==> src/rtl/mips_cpu_pkg.sv <==
`default_nettype none
// ---------------------------------------------------------------------------
// mips_cpu_pkg : shared register-file types and architectural register indices
// Revision 1.0
// ---------------------------------------------------------------------------
package mips_cpu_pkg;

  typedef logic [4:0] reg_addr_t;

  localparam reg_addr_t REG_ZERO = 5'd0;
  localparam reg_addr_t REG_V0   = 5'd2;
  localparam reg_addr_t REG_RA   = 5'd31;

endpackage : mips_cpu_pkg
`default_nettype wire

==> src/rtl/mips_cpu_reg_scoreboard.sv <==
`default_nettype none
// ---------------------------------------------------------------------------
// mips_cpu_reg_scoreboard : per-register pending-write bits with busy lookup
// Revision 1.0
// ---------------------------------------------------------------------------
module mips_cpu_reg_scoreboard
  import mips_cpu_pkg::*;
#(
  parameter int NUM_REGS = 32,
  parameter int NUM_READ = 2,
  parameter int ZERO_REG = 1,
  parameter int AW       = $clog2(NUM_REGS)
) (
  input  logic                   clk,
  input  logic                   reset_n,
  input  logic                   wr_en,
  input  logic [AW-1:0]          wr_addr,
  input  logic                   rsv_en,
  input  logic [AW-1:0]          rsv_addr,
  input  logic                   flush,
  input  logic [NUM_READ*AW-1:0] rd_addr,
  output logic [NUM_READ-1:0]    rd_busy,
  output logic                   any_pending
);

  logic [NUM_REGS-1:0] pending_q;
  logic [NUM_REGS-1:0] pending_d;
  logic                rsv_ok;

  assign rsv_ok = rsv_en && !((ZERO_REG != 0) && (rsv_addr == AW'(REG_ZERO)));

  // Reservation is applied after the writeback clear: a new producer wins.
  always_comb begin
    pending_d = pending_q;
    if (flush) begin
      pending_d = '0;
    end else begin
      if (wr_en)  pending_d[wr_addr]  = 1'b0;
      if (rsv_ok) pending_d[rsv_addr] = 1'b1;
    end
  end

  always_ff @(posedge clk or negedge reset_n) begin
    if (!reset_n) pending_q <= '0;
    else          pending_q <= pending_d;
  end

  for (genvar k = 0; k < NUM_READ; k++) begin : g_busy
    logic [AW-1:0] addr;
    assign addr       = rd_addr[k*AW +: AW];
    assign rd_busy[k] = pending_q[addr] & ~(wr_en && (wr_addr == addr));
  end

  assign any_pending = |pending_q;

endmodule : mips_cpu_reg_scoreboard
`default_nettype wire

==> src/rtl/mips_cpu_regfile_mp.sv <==
`default_nettype none
// ---------------------------------------------------------------------------
// mips_cpu_regfile_mp : multi-port register file with write bypass and scoreboard
// Revision 1.0
// ---------------------------------------------------------------------------
module mips_cpu_regfile_mp
  import mips_cpu_pkg::*;
#(
  parameter int DATA_W   = 32,
  parameter int NUM_REGS = 32,
  parameter int NUM_READ = 2,
  parameter int ZERO_REG = 1,
  localparam int AW      = $clog2(NUM_REGS)
) (
  input  logic                       clk,
  input  logic                       reset_n,
  input  logic                       wr_en,
  input  logic [AW-1:0]              wr_addr,
  input  logic [DATA_W-1:0]          wr_data,
  input  logic [NUM_READ*AW-1:0]     rd_addr,
  output logic [NUM_READ*DATA_W-1:0] rd_data,
  output logic [NUM_READ-1:0]        rd_busy,
  input  logic                       rsv_en,
  input  logic [AW-1:0]              rsv_addr,
  input  logic                       flush,
  output logic                       any_pending,
  output logic [DATA_W-1:0]          register_v0
);

  logic [DATA_W-1:0] regs_q [NUM_REGS];
  logic              wr_ok;

  // Gated by reset_n so the bypass cannot leak wr_data while reset is held.
  assign wr_ok = wr_en && reset_n &&
                 !((ZERO_REG != 0) && (wr_addr == AW'(REG_ZERO)));

  always_ff @(posedge clk or negedge reset_n) begin
    if (!reset_n) begin
      regs_q <= '{default: '0};
    end else if (wr_ok) begin
      regs_q[wr_addr] <= wr_data;
    end
  end

  for (genvar k = 0; k < NUM_READ; k++) begin : g_rd
    logic [AW-1:0] addr;
    assign addr = rd_addr[k*AW +: AW];
    assign rd_data[k*DATA_W +: DATA_W] = (wr_ok && (wr_addr == addr)) ? wr_data : regs_q[addr];
  end

  assign register_v0 = (wr_ok && (wr_addr == AW'(REG_V0))) ? wr_data : regs_q[AW'(REG_V0)];

  mips_cpu_reg_scoreboard #(
    .NUM_REGS (NUM_REGS),
    .NUM_READ (NUM_READ),
    .ZERO_REG (ZERO_REG),
    .AW       (AW)
  ) u_scoreboard (
    .clk         (clk),
    .reset_n     (reset_n),
    .wr_en       (wr_en),
    .wr_addr     (wr_addr),
    .rsv_en      (rsv_en),
    .rsv_addr    (rsv_addr),
    .flush       (flush),
    .rd_addr     (rd_addr),
    .rd_busy     (rd_busy),
    .any_pending (any_pending)
  );

endmodule : mips_cpu_regfile_mp
`default_nettype wire

==> config.mk <==
export PLATFORM = sky130hd
export DESIGN_NAME = mips_cpu_regfile_mp
export DESIGN_NICKNAME = d
export VERILOG_FILES = /design/src/rtl/mips_cpu_pkg.sv /design/src/rtl/mips_cpu_reg_scoreboard.sv /design/src/rtl/mips_cpu_regfile_mp.sv
export SDC_FILE = /design/constraint.sdc
export NUM_CORES = 2
export LEC_CHECK = 0
export CAP_MARGIN = 30
export CORE_MARGIN = 2
export CORE_UTILIZATION = 49
export CTS_BUF_LIST = sky130_fd_sc_hd__clkbuf_8
export CTS_CLUSTER_SIZE = 8
export DETAILED_ROUTE_END_ITERATION = 12
export GPL_TIMING_DRIVEN = 0
export PLACE_DENSITY = 0.67
export SYNTH_ARGS = -nofsm -noshare
export SYNTH_HDL_FRONTEND = slang
export SYNTH_SLANG_ARGS = --single-unit
==> constraint.sdc <==
create_clock -name clk -period 8 [get_ports clk]
set_input_delay 1.2 -clock clk [delete_from_list [all_inputs] [get_ports clk]]
set_output_delay 1.2 -clock clk [all_outputs]
set_load 0.01 [all_outputs]
# Yosys cells after proc, flatten, opt, wreduce, memory -nomap -nowiden
# Index checks and enable logic that the tools add are counted.
dict set report totals {
  ff_bits 1056
  in_bits 57
  elab_cells 96
}
dict set report classes {
  n_lt_le_gt_ge 10
  eq_ne 3
  muxes 24
  n_bitwise 10
  n_reduce_logical 16
}
# operator n
set op_table {}
lappend op_table {{1024-bit bitwise mux} 1}
lappend op_table {{32-bit 2-to-1 mux} 12}
lappend op_table {{32-bit binary-select mux with 5-bit select} 2}
lappend op_table {{32-bit demux with 5-bit select} 1}
lappend op_table {{32-bit AND} 1}
lappend op_table {{32-bit NOT} 1}
lappend op_table {{32-bit bitwise OR} 1}
lappend op_table {{32-bit OR reduction} 1}
lappend op_table {{5-bit by 6-bit < comparator with 1-bit output (second input constant)} 4}
lappend op_table {{6-bit greater-or-equal comparator (second input constant)} 3}
lappend op_table {{5-bit NOT with 6-bit output} 3}
lappend op_table {{1-bit logical AND} 11}
lappend op_table {{1-bit binary-select mux with 5-bit select} 2}
lappend op_table {{1-bit demux with 5-bit select} 2}
lappend op_table {{5-bit == test} 2}
lappend op_table {{5-bit by 1-bit greater-or-equal comparator with 1-bit output (second input constant)} 2}
lappend op_table {{5-bit logical NOT} 2}
lappend op_table {{6-bit by 1-bit < comparator with 1-bit output (second input constant)} 1}
lappend op_table {{5-bit by 2-bit == test with 1-bit output (second input constant)} 1}
lappend op_table {{1-bit 2-to-1 mux} 4}
lappend op_table {{1-bit AND} 2}
lappend op_table {{1-bit logical NOT} 2}
lappend op_table {{1-bit NOT} 2}

# Logic depth before layout (Yosys ltp)
dict set report depth {
  depth_word 11
  mapped_depth 11
  mapped_depth_nobuf 5
}

# Cells and area by module
# A second synthesis with hierarchy kept.
dict set report unflattened {
  cells_unflattened 3766
  area_unflattened_um2 56275.2
}
# mod instances cells_per_inst area_each_um2 seq_area_each_um2
set by_module_without_submodules {}
lappend by_module_without_submodules {mips_cpu_regfile_mp 1 3525 54014.3 25624.6}
lappend by_module_without_submodules {mips_cpu_reg_scoreboard 1 241 2260.9 800.8}

# Worst setup path after synthesis
# No wires, ideal clock.
dict set report synth_path {
  kind {input to output}
  startpoint {in rd_addr[1]}
  endpoint {out rd_data[31]}
  arrival_time_ns 3.151
  t_required_ns 6.800
  path_slack_ns 3.649
  cell_stages 7
  n_path_buf 3
  cell_sequence {buf_4 buf_2 buf_2 mux4_2 mux2_2 mux4_2 mux2_2}
}
dict set report synth_between {
  elab_chain_cells 5
  elab_cells_between_ends 7
  cone_classes {eq/ne: 1; mux: 4; bitwise: 1; reduce/logical: 1}
}
# item line_no
set synth_rtl {}
lappend synth_rtl {{start: declaration} mips_cpu_regfile_mp.sv:20} ;# input logic [NUM_READ*AW-1:0] rd_addr,
lappend synth_rtl {{5-bit NOT with 6-bit output (implied by the code)} mips_cpu_regfile_mp.sv:48} ;# assign rd_data[k*DATA_W +: DATA_W] = (wr_ok && (wr_addr == addr)) ? wr_data : regs_q[addr];
lappend synth_rtl {{32-bit binary-select mux with 5-bit select} mips_cpu_regfile_mp.sv:48}
lappend synth_rtl {{32-bit 2-to-1 mux (implied by the code) (2 in series)} mips_cpu_regfile_mp.sv:48}
lappend synth_rtl {{32-bit 2-to-1 mux *} mips_cpu_regfile_mp.sv:48}
lappend synth_rtl {{end: declaration} mips_cpu_regfile_mp.sv:21} ;# output logic [NUM_READ*DATA_W-1:0] rd_data,
# Mark *: on every way between the ends. The rest lies on a longest branch, timed or not. The select of a mux whose other input is x is not followed.

# Worst setup path after layout
dict set report layout_path {
  startpoint {in rd_addr[2]}
  endpoint {out rd_data[19]}
}
# Same word-level chain as after synthesis.

==> run summary <==
DRC viols: 0
setup ws final: -0.240 ns
initial antenna violation count: 20
Crit. Startpoint: rd_addr[2]
dpl hpwl: 175000 um
failing checks: setup timing
Die H: 345 um
Avg Cell Area, Syn: 14.8 um2
Setup crit end: rd_data[19]
Final Hold Fails: 0
Post-synth EDFFs: 0
DRT iter0 DRCs: 7029
Worst-Margin Slew: 1.22 ns
vias in the first global route: 42900
area leader, netlist: dfrtp_1
FF+latch count, synth: 1056
crit path DAT: 7.04 ns
kind of critical path: primary input to output pin
remaining antenna violation count: 0
worst-path fanout max: 10
reg-to-reg slack, setup: 7.08 ns
peak supply drop: 0.000175 V
area used by multi-input combinational logic: 28700 um2
Worst path slowest cell: nor2b_2
share of post-route cells with drive strength above 1: 0.475
status: finished with violations
Syn Nets: 3927
max_cap viols: 0
Synth top area share: 0.463
first-pass GRT wire length: 350000 um
total iterations of the first detailed-routing run: 10
fin. max-slew vios: 0
Core ar.: 116000 um2
fin nets: 4375
Detailed Route WL: 257000 um
Worst R2R Start: regs_q[944]
CP dominant cell by count: buf_2
leakage: 0.0293 uW
clk_lat worst skew: 0.92 ns
Worst R2R Path Depth: 1
CP max stage delay: 1.04 ns
DR WL/cell: 42.9 um
maximum clock rate: 121 MHz
post-synthesis cell area: 57100 um2
mean number of vias per cell: 7.37
Post-synth ARST share: 1.00
largest net degree at the start of global routing: 174
unrepaired setup endpoints after global routing: false
clk_skew: 0 ns
HP Class: primary input to asynchronous set/reset pin
Die ar.: 119000 um2
worst hold slack: 0.389 ns
clk buf depth: 3
Mapped Cells: 3870
# rows: 125
hold buffer count at cts: 0
CTS sink count: 1056
Min Clock Period, post-route: 8.24 ns
final setup violation count: 3
Yosys cell types: 49
remaining global-route overflow: 0
setup bufs post-CTS: 0
Area growth syn-to-layout: 15.6%
sequential fraction of the synthesis area: 0.463
Synth area leaders: dfrtp_1 46%, mux2_2 21%, mux4_2 20%
Initial Utilization: 0.493
fin area: 66000 um2
I/O Pins: 156
Filler cells: 9349
placed inst area: 62200 um2
crit path cell chain: clkdlybuf4s50_1 > buf_2 > buf_2 > buf_2 > nor2b_2 > clkbuf_1 > buf_8 > a22oi_1 > a21oi_1 > nor3_1 > a21oi_1 > clkdlybuf4s50_1
Die Wd: 345 um
worst path required time: 6.80 ns
FF/Latch Area: 26400 um2
clock-pin slew on the worst setup and hold paths: 0.06 ns
R2R Path End: regs_q[944]
Slew Limit Headroom: 0.189
Critical Path Start Type: primary input
setup_tns: -0.251 ns
Inserted Clock Buffers: 183
IO buf count: 146
CP Capture Type: output pin
yosys warns: 0
vias after detailed routing: 44200
period utilisation layout: 1.03
cts repair resizes: 0
Power Density: 220 nW/um2
GR Util All Layers: 0.429
global placer's final weighted congestion: 1.02
top_reg_cell synth: dfrtp_1
CTS tree: yes
clk root buf: clkbuf_8
H-Tree Depth: 4
-- placed cells by master, fill, tap and decap left out, drive strengths merged, types with 16 or more instances in the layout --
master         Yosys  layout
nor2             106     106
nor4              21      21
dfrtp           1056    1056
a21oi             47      47
buf              152     270
nor3              19      19
a22oi             16      16
nand2             99      99
nand2b            34      34
diode              0      19
a22o              29      29
clkbuf           285     515
o22ai             38      38
a31oi             37      37
mux4             507     507
o21ai             41      41
a221oi            71      71
mux2            1072    1072
clkdlybuf4s50      0     145
mux2i            123     123
inv                3      81
-- worst max-delay path: cells and delay by family --
| kind | cells | cell delay (ns) |
|---|---|---|
| simple gates | 2 | 1.12 |
| compound gates | 3 | 0.96 |
| buf+inv | 7 | 3.69 |
-- synthesized netlist by cell type (7+ instances only) --
master / instances
buf_4: 22
o21ai_0: 41
a22oi_1: 16
xor2_1: 8
buf_1: 11
o22ai_1: 38
a221o_1: 11
nor3_1: 19
buf_6: 10
a211oi_1: 9
nand2_1: 99
nand2b_1: 34
o22a_1: 7
clkbuf_1: 285
buf_2: 107
nor2_1: 106
dfrtp_1: 1056
mux2_4: 8
and2_1: 7
mux4_2: 507
nor2b_1: 8
mux2_1: 10
nand3_1: 12
nor4_1: 21
mux2i_1: 123
a21oi_1: 47
a22o_1: 29
a211o_1: 7
a221oi_1: 71
a31oi_1: 37
mux2_2: 1054
-- final cells by class --
type,count,area share
Multi-Input combinational cell,2374,0.435
Sequential cell,1056,0.400
Timing Repair Buffer,263,0.0495
Clock buffer,230,0.0479
Buffer,437,0.0303
Tap cell,1524,0.0289
Clock inverter,96,0.00724
Antenna cell,19,0.000720
Inverter,3,0.000171
-- through the flow --
stage | instances | util | total power (uW) | worst slack [ns]
2_1_floorplan | 3870 | - | 8190 | 3.65
3_3_place_gp | 5540 | 0.522 | 9300 | -47.98
3_5_place_dp | 5647 | 0.537 | 9400 | 0.367
4_1_cts | 5973 | 0.568 | 14300 | 0.355
5_1_grt | 5984 | 0.569 | 14900 | 0.138
6_report | 6002 | 0.570 | 14500 | -0.240
-- power breakdown --
group / internal [uW] / leakage, uW / total, uW / switching [uW]
logic: 1510 / 0.0130 / 2920 / 1410
clock network: 2610 / 0.00214 / 5070 / 2450
registers: 6010 / 0.0141 / 6530 / 523
-- state kept, by name, indices dropped and copies added, names as in the netlist --
register	flops
u_scoreboard.pending_q	32
regs_q	1024
-- layer usage --
metal / vias up / global-route usage / routed length, um / share of wire
li1: 15900 / - / - / -
met1: 23100 / 0.533 / 88900 / 0.35
met2: 4034 / 0.583 / 105000 / 0.41
met3: 1179 / 0.198 / 40200 / 0.16
met4: 22 / 0.314 / 23200 / 0.090
met5: - / 0.0176 / 433 / 0.0017
-- cells by family after synthesis --
| group | synth area share |
|---|---|
| xor gates and xnor gates | 0.00153 |
| DFF | 0.463 |
| muxes | 0.433 |
| and+or+nand+nor | 0.0278 |
| AOI/OAI and AO/OA | 0.0403 |
| buffers and inverters | 0.0346 |
-- worst min path at each step --
stage                      start                    endpoint  slack, ns
finish                   reset_n  u_scoreboard.pending_q[29]       0.39
global route             reset_n  u_scoreboard.pending_q[13]       0.48
CTS                      reset_n                regs_q[1023]       0.43
detailed placement  regs_q[1008]                regs_q[1008]       0.47
global placement    regs_q[1005]                regs_q[1005]       0.45
floorplan           regs_q[1000]                regs_q[1000]       0.44
No activity file was read; power rests on OpenSTA's default activity.
